--- config.mk ---
export PLATFORM = sky130hd
export DESIGN_NAME = edu_token_scan
export DESIGN_NICKNAME = d
export VERILOG_FILES = /design/src/rtl/edu_token_scan_pkg.sv /design/src/rtl/edu_token_mask_gen.sv /design/src/rtl/edu_token_scan.sv
export SDC_FILE = /design/constraint.sdc
export NUM_CORES = 1
export LEC_CHECK = 0
export ABC_AREA = 1
export CAP_MARGIN = 20
export CORE_MARGIN = 4
export CORE_UTILIZATION = 40
export CTS_BUF_LIST = sky130_fd_sc_hd__clkbuf_4 sky130_fd_sc_hd__clkbuf_8 sky130_fd_sc_hd__clkbuf_16
export DETAILED_ROUTE_END_ITERATION = 10
export GPL_ROUTABILITY_DRIVEN = 0
export PLACE_DENSITY = 0.69
export SLEW_MARGIN = 25
export SYNTH_ARGS = -nofsm -noshare
export SYNTH_HDL_FRONTEND = slang
export SYNTH_SLANG_ARGS = --single-unit
--- constraint.sdc ---
create_clock -name clk -period 3 [get_ports clk]
set_clock_uncertainty 0.1 [all_clocks]
set_input_delay 0.75 -clock clk [delete_from_list [all_inputs] [get_ports clk]]
set_output_delay 0.75 -clock clk [all_outputs]
set_load 0.005 [all_outputs]
--- src/rtl/edu_token_scan_pkg.sv ---
// Shared constants and FSM encoding for the EDU token-setup scanner.
package edu_token_scan_pkg;

  localparam int EDU_NUM_AQROW_DEF = 8;
  localparam int EDU_NUM_ROW_DEF   = 4;

  typedef enum logic {
    EDU_TS_IDLE = 1'b0,
    EDU_TS_EMIT = 1'b1
  } edu_ts_state_e;

endpackage

--- src/rtl/edu_token_mask_gen.sv ---
// Combinational token/flag mask generator for one ancilla-qubit row.
// Shifts are done one bit wider than the mask so col = NUM_AQROW-1 cannot overflow.
module edu_token_mask_gen
  import edu_token_scan_pkg::*;
#(
  parameter int NUM_AQROW  = EDU_NUM_AQROW_DEF,
  parameter int COLADDR_BW = $clog2(NUM_AQROW + 1)
) (
  input  logic                  exist,
  input  logic [COLADDR_BW-1:0] col,
  input  logic                  mode,
  output logic [NUM_AQROW-1:0]  token_set,
  output logic [NUM_AQROW-1:0]  flag_set
);

  localparam int                    WIDE_W    = NUM_AQROW + 1;
  localparam logic [WIDE_W-1:0]     ONE_W     = WIDE_W'(1);
  localparam logic [COLADDR_BW-1:0] COL_LIMIT = COLADDR_BW'(NUM_AQROW);

  logic              in_range_s;
  logic [WIDE_W-1:0] one_hot_s;
  logic [WIDE_W-1:0] below_s;
  logic [WIDE_W-1:0] upto_s;

  // Build one-hot, strictly-below and up-to-and-including masks, then select.
  always_comb begin
    in_range_s = exist && (col < COL_LIMIT);
    one_hot_s  = ONE_W << col;
    below_s    = one_hot_s - ONE_W;
    upto_s     = (one_hot_s << 1) - ONE_W;
    token_set  = '0;
    flag_set   = '0;
    if (in_range_s) begin
      token_set = one_hot_s[NUM_AQROW-1:0];
      if (mode) begin
        flag_set = ~below_s[NUM_AQROW-1:0];
      end else begin
        flag_set = upto_s[NUM_AQROW-1:0];
      end
    end else begin
      token_set = '0;
      flag_set  = '0;
    end
  end

endmodule

--- src/rtl/edu_token_scan.sv ---
// Accepts one token request and sweeps its masks over rows row0..NUM_ROW-1,
// one backpressured beat per row, with registered outputs.
module edu_token_scan
  import edu_token_scan_pkg::*;
#(
  parameter int NUM_AQROW  = EDU_NUM_AQROW_DEF,
  parameter int NUM_ROW    = EDU_NUM_ROW_DEF,
  parameter int COLADDR_BW = $clog2(NUM_AQROW + 1),
  parameter int ROWADDR_BW = $clog2(NUM_ROW + 1)
) (
  input  logic                  clk,
  input  logic                  rst,
  input  logic                  req_valid,
  output logic                  req_ready,
  input  logic                  req_exist,
  input  logic [COLADDR_BW-1:0] req_col,
  input  logic                  req_mode,
  input  logic [ROWADDR_BW-1:0] req_row0,
  output logic                  out_valid,
  input  logic                  out_ready,
  output logic [ROWADDR_BW-1:0] out_row,
  output logic [NUM_AQROW-1:0]  token_set,
  output logic [NUM_AQROW-1:0]  flag_set,
  output logic                  out_last,
  output logic                  req_err
);

  localparam logic [ROWADDR_BW-1:0] ROW_LIMIT = ROWADDR_BW'(NUM_ROW);
  localparam logic [ROWADDR_BW-1:0] ROW_LAST  = ROWADDR_BW'(NUM_ROW - 1);
  localparam logic [ROWADDR_BW-1:0] ROW_ONE   = ROWADDR_BW'(1);
  localparam logic [COLADDR_BW-1:0] COL_LIMIT = COLADDR_BW'(NUM_AQROW);

  edu_ts_state_e           state_q, state_d;
  logic [ROWADDR_BW-1:0]   row_q, row_d;
  logic [NUM_AQROW-1:0]    token_q, token_d;
  logic [NUM_AQROW-1:0]    flag_q, flag_d;
  logic                    valid_q, valid_d;
  logic                    last_q, last_d;
  logic                    err_q, err_d;
  logic [NUM_AQROW-1:0]    gen_token_s;
  logic [NUM_AQROW-1:0]    gen_flag_s;
  logic [ROWADDR_BW-1:0]   row_inc_s;

  edu_token_mask_gen #(
    .NUM_AQROW  (NUM_AQROW),
    .COLADDR_BW (COLADDR_BW)
  ) u_mask_gen (
    .exist     (req_exist),
    .col       (req_col),
    .mode      (req_mode),
    .token_set (gen_token_s),
    .flag_set  (gen_flag_s)
  );

  // Next-state and next-output logic for the request/sweep FSM.
  always_comb begin
    state_d   = state_q;
    row_d     = row_q;
    token_d   = token_q;
    flag_d    = flag_q;
    valid_d   = valid_q;
    last_d    = last_q;
    err_d     = 1'b0;
    row_inc_s = row_q + ROW_ONE;
    case (state_q)
      EDU_TS_IDLE: begin
        if (req_valid) begin
          if (req_row0 >= ROW_LIMIT) begin
            err_d = 1'b1;
          end else begin
            state_d = EDU_TS_EMIT;
            row_d   = req_row0;
            token_d = gen_token_s;
            flag_d  = gen_flag_s;
            valid_d = 1'b1;
            last_d  = (req_row0 == ROW_LAST);
            err_d   = (req_col >= COL_LIMIT);
          end
        end else begin
          state_d = EDU_TS_IDLE;
        end
      end
      EDU_TS_EMIT: begin
        if (out_ready) begin
          if (row_q == ROW_LAST) begin
            state_d = EDU_TS_IDLE;
            row_d   = '0;
            token_d = '0;
            flag_d  = '0;
            valid_d = 1'b0;
            last_d  = 1'b0;
          end else begin
            row_d  = row_inc_s;
            last_d = (row_inc_s == ROW_LAST);
          end
        end else begin
          state_d = EDU_TS_EMIT;
        end
      end
      default: begin
        state_d = EDU_TS_IDLE;
        row_d   = '0;
        token_d = '0;
        flag_d  = '0;
        valid_d = 1'b0;
        last_d  = 1'b0;
      end
    endcase
  end

  // State and output registers with synchronous reset.
  always_ff @(posedge clk) begin
    if (rst) begin
      state_q <= EDU_TS_IDLE;
      row_q   <= '0;
      token_q <= '0;
      flag_q  <= '0;
      valid_q <= 1'b0;
      last_q  <= 1'b0;
      err_q   <= 1'b0;
    end else begin
      state_q <= state_d;
      row_q   <= row_d;
      token_q <= token_d;
      flag_q  <= flag_d;
      valid_q <= valid_d;
      last_q  <= last_d;
      err_q   <= err_d;
    end
  end

  assign req_ready = (state_q == EDU_TS_IDLE) && !rst;
  assign out_valid = valid_q;
  assign out_row   = row_q;
  assign token_set = token_q;
  assign flag_set  = flag_q;
  assign out_last  = last_q;
  assign req_err   = err_q;

endmodule

# ---- After elaboration in Yosys (flattened, before gate mapping)
# Cells that the tools add are included.
dict set report word_totals {
  regBits 23
  latchBits 0
  mem_bits_rw 0
  romBits 0
  inputBits 13
  out_inout_bits 23
  word_cells 62
  mem_count 0
}
dict set report classes {
  addsub 3
  n_mul 0
  div_mod_pow 0
  magnitude_cmp 3
  n_eq_ne 7
  shifts 1
  muxes 32
  bitwise 3
  reduce_logical 6
}
# op n
set ops {}
lappend ops {{$mux 8} 9}
lappend ops {{$pmux 8 s2} 2}
lappend ops {{$sub 8x1->8 const B} 2}
lappend ops {{$mux 1} 13}
lappend ops {{$mux 3} 4}
lappend ops {{$eq 3x2->1 const B} 3}
lappend ops {{$not 8->8} 1}
lappend ops {{$shl 1x4->8 const A} 1}
lappend ops {{$ne 2x2->1 const B} 3}
lappend ops {{$pmux 1 s2} 3}
lappend ops {{$pmux 3 s2} 1}
lappend ops {{$ge 4x4->1 const B} 1}
lappend ops {{$lt 4x4->1 const B} 1}
lappend ops {{$reduce_and 4->1} 1}
lappend ops {{$add 3x1->3 const B} 1}
lappend ops {{$ge 3x3->1 const B} 1}
lappend ops {{$reduce_and 3->1} 1}
lappend ops {{$reduce_or 3->1} 1}
lappend ops {{$logic_and 1x1->1} 2}
lappend ops {{$ne 2x1->1 const B} 1}
lappend ops {{$not 1->1} 2}
lappend ops {{$logic_not 1->1} 1}

# ---- Depth between registers and ports, before layout
# Gate-level depths: netlist of run 1.
dict set report logic_depth {
  ltp_word 8
  mapped_depth 8
  depth_no_buf 8
}

# ---- Hierarchy
# From an unflattened synthesis of run 1, not the netlist that was laid out.
dict set report hier_totals {
  cells_unflattened 183
  area_unflattened_um2 1408.9
}
# module instances cells_per_inst area_each_um2 seq_area_each_um2
set modules_own_cells {}
lappend modules_own_cells {edu_token_scan 1 132 1153.6 460.4}
lappend modules_own_cells {edu_token_mask_gen 1 51 255.2 0.0}

# ---- Least setup slack after synthesis of run 1
# OpenSTA, ideal clock, no wires.
dict set report synth_timing {
  path_type {input -> output}
  from {input rst}
  to {output req_ready}
  t_arrival_ps 1040
  required_ps 2150
  setup_slack_ps 1110
  path_stages 2
  n_path_buf 1
  path_cell_list {buf_2 -> nor2_1}
}
dict set report synth_via {
  elab_chain_len 2
}
# item line
set synth_lines {}
lappend synth_lines {{start: declaration} edu_token_scan.sv:12} ;# input logic rst,
lappend synth_lines {{$logic_not 1->1} edu_token_scan.sv:132} ;# assign req_ready = (state_q == EDU_TS_IDLE) && !rst;
lappend synth_lines {{$logic_and 1x1->1} edu_token_scan.sv:132}
lappend synth_lines {{end: declaration} edu_token_scan.sv:14} ;# output logic req_ready,
# No other way between the ends.

# ---- Worst setup path in the final report of run 1
# Same ends and word-level chain as after synthesis.

==> results.cfg, run 1 <==
[run_status]
outcome = complete, no violations

[critical_path]
crit_required_ns = 2.15
cpMostUsedCell = clkdlybuf4s50_1
critPathTopFamily = buffers and inverters
critPathBufInv = 2
path_cells = clkdlybuf4s50_1 -> nor2_1 -> clkdlybuf4s50_1
cp-end-kind = primary output
critPathMaxStageDelay_ns = 0.51
cp.arrival_ns = 1.77
slowest_stage = clkdlybuf4s50_1
critPathMaxFanout = 2
critPathKind = input pin to primary output
start_kind = input pin

[clocking]
post_cts_resize_count = 0
clkSlewWorstSetupHoldPaths_ns = 0.15
numCtsBuffers = 3
cts_htree_levels = 1
cts_max_path_buffers = 2
clock-sinks = 23
cts_setup_buffers = 0
clk_latency_ns = 0.32
holdBufCountCts = 0
tritoncts = yes
cts_root_buf = clkbuf_4

[logic_synthesis]
syn_area_sq_mm = 0.00122
ys_ff_latch = 23
syn_inst = 154
ys_seq_area_frac = 0.376
synth_edf_count = 0
ys_types = 28
synth_warnings = 0
synth_ff_type = dfxtp_1
synth.net_count = 171
synth_area_per_cell_sq_um = 7.95
async_reset_ff_frac = 0

[sta]
finalSetupViolCount = 0
fin_crit_ns = 2.62
worst_pin_slew_ns = 0.425
fmaxAchievable_mhz = 381
hold_viol = 0
slew_headroom = 0.716
drv_slew = 0
grt_setup_unrepaired = no
timing.final.crit_share = 0.874
fin_setup_tns_ns = 0

[power_and_ir_drop]
swShare = 0.297
pwr-share-seq = 0.549
combinationalPowerShare = 0.187
clock_power_share = 0.264
ir_worst_vdd_v = 0.000282
p_leak_nw = 0.589
cellPowerDensity_mw_per_mm2 = 368
internal_power_w = 0.000415
p_switching_w = 0.000175

[placed_design]
numPlacedInstances = 216
hpwl_mm = 2.02
portBuffers = 35

[drt]
drc = 0
drtIter0Drc = 22
vias_per_cell = 5.14
dr_wl_met2_mm = 1.22
topRoutingLayerUsed = met4
ant_nets = 0
vias = 1131
wirelength_mm = 2.67
firstDrtPassIters = 6
routedWlPerCell_microns = 12.1
wl_met3_microns = 171
met1_length_mm = 1.26

[cells_and_area]
nFillCells = 272
diodes = 0
area_growth_pct = 30.7
layout-drive-gt1-share = 0.201
fin_cells = 220
fin_nets = 207

[global_route]
grt_max_degree = 24
grt.total_usage = 0.137
grt.overflow.total = 0
grt_pass1_wl_mm = 4.62
grt_pass1_vias = 1095
antenna_found_initial = 0

[worst_hold_path]
hold_path.class = register to register

[die]
core_region_area_sq_mm = 0.00285
die_x_microns = 63.3
num_rows = 19
die-area_sq_mm = 0.00401
initial_utilization = 0.429
ios = 36
die_h_microns = 63.3

[flow_run]
drv_cap = 0
final timing paths:
path	start	end	slack [ns]	cells after the start
worst max-delay path	rst	req_ready	0.38	3
worst min register to register	flag_set[6]	flag_set[6]	0.38	2
worst max register to register	out_row[0]	flag_set[3]	1.36	7
worst min-delay path	flag_set[6]	flag_set[6]	0.38	2
cell usage in the layout, fill, tap and decap left out, types with 2 or more instances in the layout:
cell type,count
nor3_1,3
nand2_2,12
ha_1,4
o21ai_2,2
o21bai_1,2
nor2_2,2
clkdlybuf4s50_1,35
nand3_1,4
a21oi_2,8
nor2_4,2
nand4_1,7
inv_2,4
o21ai_1,3
clkbuf_4,3
nand2_1,31
o211ai_1,3
inv_1,11
o21ai_0,2
a21oi_1,14
nor2_1,8
dfxtp_1,23
registers in the layout, summed over array words and instances, names as in the netlist:
signal and count:
out_last 1, out_row 3, state_q 1, out_valid 1
req_err 1, token_set 8, flag_set 8
Yosys cell counts, types with 3 or more instances:
cell type / count / area [sq um]
a21oi_2: 8 / 70.1
nand2_2: 12 / 75.1
nand4_1: 7 / 43.8
nand3_1: 4 / 20.0
a21oi_1: 14 / 70.1
o21ai_1: 3 / 15.0
nor3_1: 3 / 15.0
nor2_1: 8 / 30.0
dfxtp_1: 23 / 460
o211ai_1: 3 / 22.5
inv_1: 11 / 41.3
ha_1: 4 / 50.1
inv_2: 4 / 15.0
nand2_1: 31 / 116
power by group through the flow:
stage          clock network, W  logic [W]  registers [W]
5_1_grt                0.000167   0.000123       0.000325
3_3_place_gp                  0   0.000110       0.000330
2_1_floorplan                 0  0.0000690       0.000328
3_5_place_dp                  0   0.000111       0.000330
6_report               0.000156   0.000110       0.000323
4_1_cts                0.000156   0.000111       0.000324
layer usage:
layer / vias to the layer above / track usage
met5: - / 0
met4: 0 / 0.0323
met3: 2 / 0.0391
met2: 32 / 0.245
met1: 514 / 0.160
li1: 583 / -
final cells by class:
type,instances,area (sq um),share of cell area
clock buffers,3,22.5,0.0141
clock inverters,1,5.00,0.00312
inverters,15,56.3,0.0352
multi-input cells,111,661,0.412
flip-flops and latches,23,460,0.287
well taps,31,38.8,0.0242
repair buffers,36,358,0.223
stage by stage:
step                      utilization  hold slack, ns  instance area (sq um)  power, W  setup WS (ns)
after floorplan                     -           0.355                   1220  0.000397           1.11
after global placement          0.552           0.356                   1570  0.000440          0.394
after detailed placement        0.552           0.361                   1570  0.000441          0.374
after CTS                       0.561           0.380                   1600  0.000591          0.364
after global routing            0.561           0.400                   1600  0.000615          0.343
final                           0.561           0.380                   1600  0.000590          0.377
cells by family (layout without fill, tap and decap cells):
logic type	after synthesis	after routing	synth area share
flip-flops	23	23	0.376
AO/OA/AOI/OAI	35	35	0.185
buffers and inverters	20	55	0.0848
AND/OR/NAND/NOR	72	72	0.314
adder cells (fa/ha/maj)	4	4	0.0409
worst reg2reg max path, delay by kind of cell (launching register included):
kind / cells / cell delay [ns]
adder cells (fa/ha/maj): 2 / 0.46
AND/OR/NAND/NOR: 3 / 0.41
flip-flops: 1 / 0.38
AO/OA/AOI/OAI: 2 / 0.23
(Power assumes the default switching activity.)
==> run 2, diff against run 1 <==
--- a/config.mk
+++ b/config.mk
@@ -12,8 +12,8 @@
 export CTS_BUF_LIST = sky130_fd_sc_hd__clkbuf_4 sky130_fd_sc_hd__clkbuf_8 sky130_fd_sc_hd__clkbuf_16
 export DETAILED_ROUTE_END_ITERATION = 10
 export GPL_ROUTABILITY_DRIVEN = 0
-export PLACE_DENSITY = 0.69
-export SLEW_MARGIN = 25
+export PLACE_DENSITY = 0.67
 export SYNTH_ARGS = -nofsm -noshare
 export SYNTH_HDL_FRONTEND = slang
+export SYNTH_HIERARCHICAL = 1
 export SYNTH_SLANG_ARGS = --single-unit
==> run 2 against run 1 <==
  * Register-to-register slack better by 0.03 ns
  * Global-route usage up 1.6 points
  * Setup slack worse by 0.0050 ns
  * Fmax down 0.19%
  * Synthesized cell count up 19%
  * Non-clock buffer count up 1
  * Critical path depth unchanged
  * Sequential power about the same
  * Largest power group unchanged
==> results.cfg, run 2 <==
[sta]
fmaxAchievable_mhz = 381
worst_pin_slew_ns = 0.338
fin_setup_tns_ns = 0
timing.final.crit_share = 0.876
slew_headroom = 0.775
fin_crit_ns = 2.63
grt_setup_unrepaired = no
drv_slew = 0
hold_viol = 0
finalSetupViolCount = 0
setup_slack_ns = 0.372
hold_ws_ns = 0.371

[cells_and_area]
area_growth_pct = 26.5
layout_common_cells = 35 x clkdlybuf4s50_1, 27 x nand2_1, 25 x nor2_1, 23 x dfxtp_1, 17 x nand4_1
final_common_cell = clkdlybuf4s50_1
nFillCells = 373
diodes = 0
fin_nets = 234
layout-drive-gt1-share = 0.228

[die]
initial_utilization = 0.419
die_h_microns = 67.3
die_x_microns = 67.3
ios = 36
core_region_area_sq_mm = 0.00336
die-area_sq_mm = 0.00454
num_rows = 21

[critical_path]
critPathMaxFanout = 2
start_kind = input pin
cp-end-kind = primary output
critPathKind = input pin to primary output
cp.arrival_ns = 1.78
crit_required_ns = 2.15

[power_and_ir_drop]
cellPowerDensity_mw_per_mm2 = 351
p_leak_nw = 0.648
ir_worst_vdd_v = 0.000191

[drt]
vias = 1315
drc = 0
routedWlPerCell_microns = 12.5
vias_per_cell = 5.04
firstDrtPassIters = 4
drtIter0Drc = 69
ant_nets = 0
wirelength_mm = 3.25

[global_route]
grt_pass1_wl_mm = 5.44
antenna_found_initial = 0
grt.total_usage = 0.153
grt_pass1_vias = 1208
use_met3 = 0.0300
grt_busiest_layer = met2
grt_max_degree = 22
grt.overflow.total = 0
met1_usage = 0.200
grt_util_met2 = 0.258

[clocking]
cts_root_buf = clkbuf_4
clkSlewWorstSetupHoldPaths_ns = 0.13
cts_max_path_buffers = 2
holdBufCountCts = 0
numCtsBuffers = 3
clock-sinks = 23
tritoncts = yes
post_cts_resize_count = 0
cts_setup_buffers = 0
cts_htree_levels = 1
clk_latency_ns = 0.30

[logic_synthesis]
yosysMostFrequentCell = nand2_1
synth_top_area_frac = 0.327
ys_ff_latch = 23
async_reset_ff_frac = 0
syn_inst = 183
synth_area_per_cell_sq_um = 7.70
syn_area_sq_mm = 0.00141
synthTopCellsByArea = dfxtp_1 33%, nand4_1 7.5%, a21oi_2 7.5%
synth_warnings = 6
synth.net_count = 201
synth.largest_area_cell = dfxtp_1
ys_seq_area_frac = 0.327
synth_ff_type = dfxtp_1
ys_types = 30
synth_common_cells = 27 x nand2_1, 25 x nor2_1, 23 x dfxtp_1
synth_edf_count = 0

[worst_hold_path]
hold_path.class = register to register

[placed_design]
hpwl_mm = 2.47
dp_worst_setup_slack_ns = 0.356
portBuffers = 35

[run_status]
outcome = complete, no violations

[flow_run]
drv_cap = 0
[run 2: worst paths after layout]
check | from | endpoint | slack (ns) | cells after the start
worst max register to register | out_row[0] | token_set[6] | 1.39 | 7
worst max-delay path | rst | req_ready | 0.37 | 3
worst min-delay path | flag_set[0] | flag_set[0] | 0.37 | 2
worst min register to register | flag_set[0] | flag_set[0] | 0.37 | 2
[run 2: cell families (layout without fill, tap and decap cells)]
family                     after synthesis  after routing  share of synthesized area
DFF                                     23             23                      0.327
buffers and inverters                   23             55                     0.0959
AOI/OAI and AO/OA                       35             35                      0.163
and+or+nand+nor                         97             97                      0.369
adders and majority gates                5              5                     0.0444
[run 2: area by class of cell]
class	count	area, sq um	area share
well taps	46	57.6	0.0323
repair buffers	37	365	0.205
flip-flops and latches	23	460	0.258
clock buffers	4	30.0	0.0169
multi-input cells	137	813	0.456
inverters	14	55.1	0.0309
[run 2: routing by layer]
layer | vias to the layer above | wire length [microns]
met5 | - | 0
met4 | 0 | 19
met3 | 2 | 151
met2 | 40 | 1550
met1 | 596 | 1530
li1 | 677 | -
[run 2: power breakdown]
group          total [W]  switching (W)  internal, W
registers       0.000325     0.00000942     0.000316
clock network   0.000153      0.0000918    0.0000608
logic           0.000148      0.0000861    0.0000623
[run 2: worst max-delay path: stages]
cell and delay, ns:
clkdlybuf4s50_1 0.42, nor2_1 0.10, clkdlybuf4s50_1 0.51
[run 2: through the flow]
| stage | instances | instance area [sq um] | utilization | power, W |
|---|---|---|---|---|
| CTS | 261 | 1780 | 0.530 | 0.000635 |
| detailed placement | 257 | 1750 | 0.521 | 0.000480 |
| floorplan | 183 | 1410 | - | 0.000432 |
| finish | 261 | 1780 | 0.530 | 0.000626 |
| global route | 261 | 1780 | 0.530 | 0.000671 |
| global placement | 257 | 1750 | 0.521 | 0.000477 |
==> run 3, diff against run 2 <==
--- a/config.mk
+++ b/config.mk
@@ -12,6 +12,7 @@
 export CTS_BUF_LIST = sky130_fd_sc_hd__clkbuf_4 sky130_fd_sc_hd__clkbuf_8 sky130_fd_sc_hd__clkbuf_16
 export DETAILED_ROUTE_END_ITERATION = 10
 export GPL_ROUTABILITY_DRIVEN = 0
+export GPL_TIMING_DRIVEN = 0
 export PLACE_DENSITY = 0.67
 export SYNTH_ARGS = -nofsm -noshare
 export SYNTH_HDL_FRONTEND = slang
==> run 3 against run 2 <==
  * Design area is 3.1% higher
  * Via count decreased by 0.15%
  * Clock power is 3% higher
  * Combinational power is 8% higher
  * Routed wire length fell by 3.8%
  * Critical path depth grew 1
  * Fmax fell by 8.7%
  * Critical endpoint unchanged
  * Highest routed layer unchanged
==> results.cfg, run 3 (synthesis gave the netlist of run 2 again) <==
[run_status]
outcome = complete, no violations

[die]
ios = 36
die_x_microns = 67.3
die-area_sq_mm = 0.00454
die_h_microns = 67.3
core_region_area_sq_mm = 0.00336
initial_utilization = 0.419
num_rows = 21

[sta]
timing.final.crit_share = 0.959
hold_viol = 0
hold_ws_ns = 0.371
drv_slew = 0
finalSetupViolCount = 0
slew_headroom = 0.671
grt_setup_unrepaired = no
worst_pin_slew_ns = 0.493
fin_setup_tns_ns = 0
fmaxAchievable_mhz = 347
fin_crit_ns = 2.88

[flow_run]
drv_cap = 0

[drt]
vias_per_cell = 4.92
vias = 1313
ant_nets = 0
met1_length_mm = 1.49
wl_met3_microns = 164
drc = 0
dr_wl_met2_mm = 1.46
drtIter0Drc = 64
routedWlPerCell_microns = 11.7
topRoutingLayerUsed = met4
firstDrtPassIters = 4
wirelength_mm = 3.13

[placed_design]
placed_area_sq_mm = 0.00181
portBuffers = 34
hpwl_mm = 2.54

[critical_path]
timing.rr.start = out_row[0]
critPathMaxStageDelay_ns = 0.49
critPathMaxFanout = 10
cpMostUsedCell = clkdlybuf4s50_1
critPathKind = input pin to primary output
slowest_stage = clkdlybuf4s50_1
cp-end-kind = primary output
rr_endpoint = flag_set[5]
r2r_cells = 8
path_cells = clkdlybuf4s50_1 -> buf_2 -> nor2_1 -> clkdlybuf4s50_1
cp.arrival_ns = 2.03
crit_required_ns = 2.15
start_kind = input pin
rrSetupSlack_ns = 1.39

[cells_and_area]
nFillCells = 359
area_growth_pct = 30.4
layout_common_cells = 34 x clkdlybuf4s50_1, 27 x nand2_1, 25 x nor2_1, 23 x dfxtp_1, 17 x nand4_1
stdcell_area_sq_mm = 0.00184
fin_util = 0.546
layout-drive-gt1-share = 0.249
fin_nets = 240
final_common_cell = clkdlybuf4s50_1
diodes = 0

[global_route]
antenna_found_initial = 0
grt_max_degree = 13
grt.overflow.total = 0
grt_pass1_vias = 1232
grt.total_usage = 0.148
grt_pass1_wl_mm = 5.24

[power_and_ir_drop]
ir_worst_vdd_v = 0.000160
cellPowerDensity_mw_per_mm2 = 349
p_leak_nw = 0.681
p_switching_w = 0.000191
combinationalPowerShare = 0.250
power_w = 0.000640
internal_power_w = 0.000449
swShare = 0.299
clock_power_share = 0.244
pwr-share-seq = 0.505

[worst_hold_path]
min-delay-start = token_set[7]
holdPathEnd = token_set[7]
min_path_cells = 2
hold_path.class = register to register

[clocking]
holdBufCountCts = 0
cts_setup_buffers = 0
clk_latency_ns = 0.31
clkSlewWorstSetupHoldPaths_ns = 0.13
numCtsBuffers = 3
tritoncts = yes
cts_htree_levels = 1
cts_root_buf = clkbuf_4
post_cts_resize_count = 0
cts_max_path_buffers = 2
clock-sinks = 23
run 3: cell types whose count changed in the layout (fill, tap and decap cells not counted):
cell / delta
buf_12: +1
buf_2: +3
buf_4: -1
buf_6: +3
clkbuf_1: +1
clkdlybuf4s50_1: -1
run 3: layout make-up:
class	instances	area [sq um]	share of cell area
multi-input combinational	137	813	0.443
inverter	14	55.1	0.0300
sequential	23	460	0.251
buffer	9	80.1	0.0436
timing repair buffer	34	340	0.185
clock buffer	4	30.0	0.0163
tap	46	57.6	0.0313
run 3: per-layer routing:
layer | vias to the layer above | track usage
li1 | 687 | -
met1 | 590 | 0.194
met2 | 34 | 0.247
met3 | 2 | 0.0233
met4 | 0 | 0.0456
met5 | - | 0
run 3: how the worst max path moves through the flow:
stage,from,to,cells after the start
floorplan,rst,req_ready,2
global placement,rst,req_ready,4
detailed placement,rst,req_ready,4
CTS,rst,req_ready,4
global route,rst,req_ready,4
finish,rst,req_ready,4
run 3: power by group through the flow:
stage	logic (W)	clock network, W	registers (W)
floorplan	0.000102	0	0.000330
global placement	0.000159	0	0.000330
detailed placement	0.000161	0	0.000330
CTS	0.000162	0.000165	0.000324
global route	0.000178	0.000176	0.000325
finish	0.000160	0.000157	0.000323
run 3: through the flow:
step | worst slack (ns) | std cells
2_1_floorplan | 1.10 | 183
3_3_place_gp | 0.115 | 263
4_1_cts | 0.100 | 267
5_1_grt | 0.0324 | 267
3_5_place_dp | 0.107 | 263
6_report | 0.122 | 267
run 3: worst max-delay path, delay by kind of cell:
kind,cells,cell delay [ns]
buffers and inverters,3,1.22
and+or+nand+nor,1,0.06
==> RTL change 1, RTL diff (config.mk and constraints of run 1) <==
Register the input `req_mode` before use, without a reset. The logic sees it one clock later. The other inputs are not delayed to match.
--- a/src/rtl/edu_token_scan.sv
+++ b/src/rtl/edu_token_scan.sv
@@ -30,6 +30,12 @@
   localparam logic [ROWADDR_BW-1:0] ROW_ONE   = ROWADDR_BW'(1);
   localparam logic [COLADDR_BW-1:0] COL_LIMIT = COLADDR_BW'(NUM_AQROW);
 
+  logic req_mode_q;
+
+  always_ff @(posedge clk) begin
+    req_mode_q <= req_mode;
+  end
+
   edu_ts_state_e           state_q, state_d;
   logic [ROWADDR_BW-1:0]   row_q, row_d;
   logic [NUM_AQROW-1:0]    token_q, token_d;
@@ -47,7 +53,7 @@
   ) u_mask_gen (
     .exist     (req_exist),
     .col       (req_col),
-    .mode      (req_mode),
+    .mode      (req_mode_q),
     .token_set (gen_token_s),
     .flag_set  (gen_flag_s)
   );
Behaviour: not the same (Yosys sat finds a counterexample within 4 cycles, from zero or initial values and one cycle with rst high).
==> RTL change 1 against run 1 <==
Power grew 5.2%; sequential cell count up 1; global-route usage increased by 0.32 points; combinational power about the same; wire length is 1.9% higher; design area rose by 1.8%; synthesized area grew 1.6%; hold slack lost 0.0053 ns; core utilization increased by 1.0 points; worst setup slack lost 0.011 ns; critical path type unchanged; largest cell class unchanged; largest power group unchanged; highest routed layer unchanged.
==> RTL change 1: results <==
{
  "min_path_type": "flip-flop to flip-flop",
  "antennaDiodeCount": 0,
  "synth_cell_types": 28,
  "instances_no_fill": 221,
  "r2r_slack_ns": 1.37,
  "wl_per_cell_um": 12.3,
  "cts_repair_resize_count": 0,
  "drt_iter0_drc": 21,
  "grt_max_degree": 24,
  "place_hpwl_um": 2130,
  "grt_usage": 0.140,
  "syn-num-nets": 172,
  "root_buffer": "clkbuf_4",
  "ys.flop_type": "dfxtp_1",
  "dpl_cell_area_sq_um": 1590,
  "dp_slack_ns": 0.359,
  "cts_buffers": 3,
  "grt_pass1_vias": 1128,
  "cp.arrival_ns": 1.78,
  "synthTopCellsByArea": "dfxtp_1, nand2_1, nand2_2",
  "max_stage_delay_ns": 0.51,
  "htree_levels": 1,
  "cpMaxStageDelayCell": "clkdlybuf4s50_1",
  "max_slew.worst_pin.slew_ns": 0.439,
  "synth_edf_count": 0,
  "nNetsFinal": 208,
  "ir_worst_vdd_mv": 0.331,
  "status": "complete, no violations",
  "portBuffers": 35,
  "firstDrtPassIters": 4,
  "clock_latency_ns": 0.31,
  "clk_pin_slew_worst_paths_ns": 0.13,
  "ys_async_sr_fraction": 0,
  "yosysWarningCount": 0,
  "clk_path_buf_depth": 2,
  "ys_seq_area_frac": 0.386,
  "antenna_found_initial": 0,
  "synthTopCellsByCount": "nand2_1, dfxtp_1, a21oi_1",
  "grt_pass1_wl_um": 4700,
  "power_leakage_nw": 0.601,
  "avgSynthCellArea_sq_um": 8.03,
  "post_cts_buffers": 0,
  "vias": 1151,
  "fin_ws_ns": 0.366,
  "drive_gt1_frac": 0.200,
  "crit_fanout": 2
}
## RTL change 1: cell count changes in the layout (fill, tap and decap cells not counted)
cell,before,now
clkbuf_8,0,1
dfxtp_1,23,24
clkinv_2,1,0
## RTL change 1: through the flow
step                total power [mW]  hold WS, ns
global placement               0.454        0.358
finish                         0.620        0.374
detailed placement             0.457        0.362
global route                   0.655        0.395
CTS                            0.628        0.381
floorplan                      0.411        0.355
## RTL change 1: routing by layer
metal  wire length, um  share of wire  track usage
met4                15         0.0055       0.0296
met5                 0              0            0
met2              1370           0.50        0.258
met1              1210           0.45        0.155
met3               122          0.045       0.0490
## RTL change 1: area by class of cell
| cell class | count | area (sq um) |
|---|---|---|
| Fill cell | 279 | 1220 |
| Multi-Input combinational cell | 111 | 661 |
| Sequential cell | 24 | 480 |
| Timing Repair Buffer | 36 | 358 |
| Inverter | 15 | 56.3 |
| Tap cell | 31 | 38.8 |
| Clock buffer | 4 | 36.3 |
## RTL change 1: path summary, 6_finish.rpt
check / from / to / depth (start not counted)
worst max-delay path: rst / req_ready / 3
worst min-delay path: flag_set[3] / flag_set[3] / 2
worst max register to register: out_row[0] / flag_set[7] / 7
worst min register to register: flag_set[3] / flag_set[3] / 2
## RTL change 1: kinds of logic (layout without fill, tap and decap cells)
logic type               after synthesis  count (layout)  synth area share
flip-flops                            24              24             0.386
buffers and inverters                 20              55            0.0834
AO/OA/AOI/OAI                         35              35             0.182
adder cells (fa/ha/maj)                4               4            0.0402
AND/OR/NAND/NOR                       72              72             0.309
## RTL change 1: worst max-delay path, delay by kind of cell
family	cells	cell delay, ns
buffers and inverters	2	0.93
AND/OR/NAND/NOR	1	0.10
## RTL change 1: report_power, final
| group | internal [mW] | leakage, nW | switching (mW) |
|---|---|---|---|
| logic | 0.0504 | 0.385 | 0.0598 |
| registers | 0.328 | 0.195 | 0.0102 |
| clock network | 0.0741 | 0.0210 | 0.0972 |
==> RTL change 2, RTL diff (config.mk and constraints of run 1) <==
Without the edit above. Change the package constant `EDU_NUM_ROW_DEF` from 4 to 8.
--- a/src/rtl/edu_token_scan_pkg.sv
+++ b/src/rtl/edu_token_scan_pkg.sv
@@ -2,7 +2,7 @@
 package edu_token_scan_pkg;
 
   localparam int EDU_NUM_AQROW_DEF = 8;
-  localparam int EDU_NUM_ROW_DEF   = 4;
+  localparam int EDU_NUM_ROW_DEF   = 8;
 
   typedef enum logic {
     EDU_TS_IDLE = 1'b0,
Ports: changed (resized out_row and req_row0); port bits go from 36 to 38. The function was not compared with the original's and may differ.
==> RTL change 2 against run 1 <==
Global-route usage is 0.56 points higher; non-clock buffer count is 2 higher; worst setup slack worse by 0.044 ns; sequential cell count is 1 higher; power is 6.8% higher; largest power group unchanged; register-to-register slack better by 0.16 ns; wire length is 5.7% higher; final cell count is 16% higher; largest cell class unchanged; design area is 6.2% higher; synthesized area is 5.2% higher; count of clock-buffer cells in the layout is 1 higher; first-iteration DRC count grew to 2.6 times the old value.
==> RTL change 2: results <==
{
  "portBuffers": 37,
  "ys_seq_area_frac": 0.373,
  "synth_cell_types": 28,
  "vias": 1195,
  "use_met2": 0.238,
  "p_comb_uw": 116,
  "synthTopCellsByArea": "dfxtp_1, nand2_1, a21oi_2",
  "crit_fanout": 2,
  "grt_pass1_vias": 1083,
  "grt_use_met1": 0.180,
  "r2r-end": "flag_set[6]",
  "syn-num-nets": 191,
  "drive_gt1_frac": 0.147,
  "ir_worst_vdd_mv": 0.177,
  "clk_pin_slew_worst_paths_ns": 0.13,
  "r2r-start": "state_q",
  "swShare": 0.272,
  "hold_end": "token_set[2]",
  "hold_start": "token_set[2]",
  "wl_per_cell_um": 11.1,
  "whs_ns": 0.368,
  "status": "complete, no violations",
  "power_leakage_nw": 0.662,
  "yosysWarningCount": 0,
  "r2r_slack_ns": 1.52,
  "grt_pass1_wl_um": 4810,
  "place_hpwl_um": 2210,
  "synthTopCellsByCount": "nand2_1, dfxtp_1, inv_1",
  "dpl_cell_area_sq_um": 1660,
  "cp.arrival_ns": 1.82,
  "grt_usage": 0.143,
  "grt_max_degree": 20,
  "p_clk_frac": 0.272,
  "met3_usage": 0.0243,
  "drt_iter0_drc": 58,
  "nNetsFinal": 228
}
==> RTL change 2: per-stage QoR <==
| stage | worst slack [ns] | std cells | utilization |
|---|---|---|---|
| after floorplan | 0.906 | 175 | - |
| after detailed placement | 0.321 | 251 | 0.541 |
| final | 0.333 | 255 | 0.552 |
| after global placement | 0.318 | 251 | 0.541 |
| after CTS | 0.321 | 255 | 0.552 |
| after global routing | 0.284 | 255 | 0.552 |
==> RTL change 2: cell type report <==
type,count,area [sq um]
clock buffers,4,36.3
fillers,322,1380
inverters,19,76.3
multi-input cells,126,674
flip-flops and latches,24,480
well taps,44,55.1
repair buffers,38,378
==> RTL change 2: cell families after synthesis <==
group / Yosys count / synth area share
simple gates: 86 / 0.308
fa+ha+maj: 2 / 0.0194
compound gates: 37 / 0.189
flops: 24 / 0.373
buf+inv: 25 / 0.104
xor+xnor: 1 / 0.00680
==> RTL change 2: layer usage <==
layer	vias up	wire length (um)
li1	632	-
met1	531	1360
met2	28	1310
met3	4	105
met4	0	42
met5	-	0
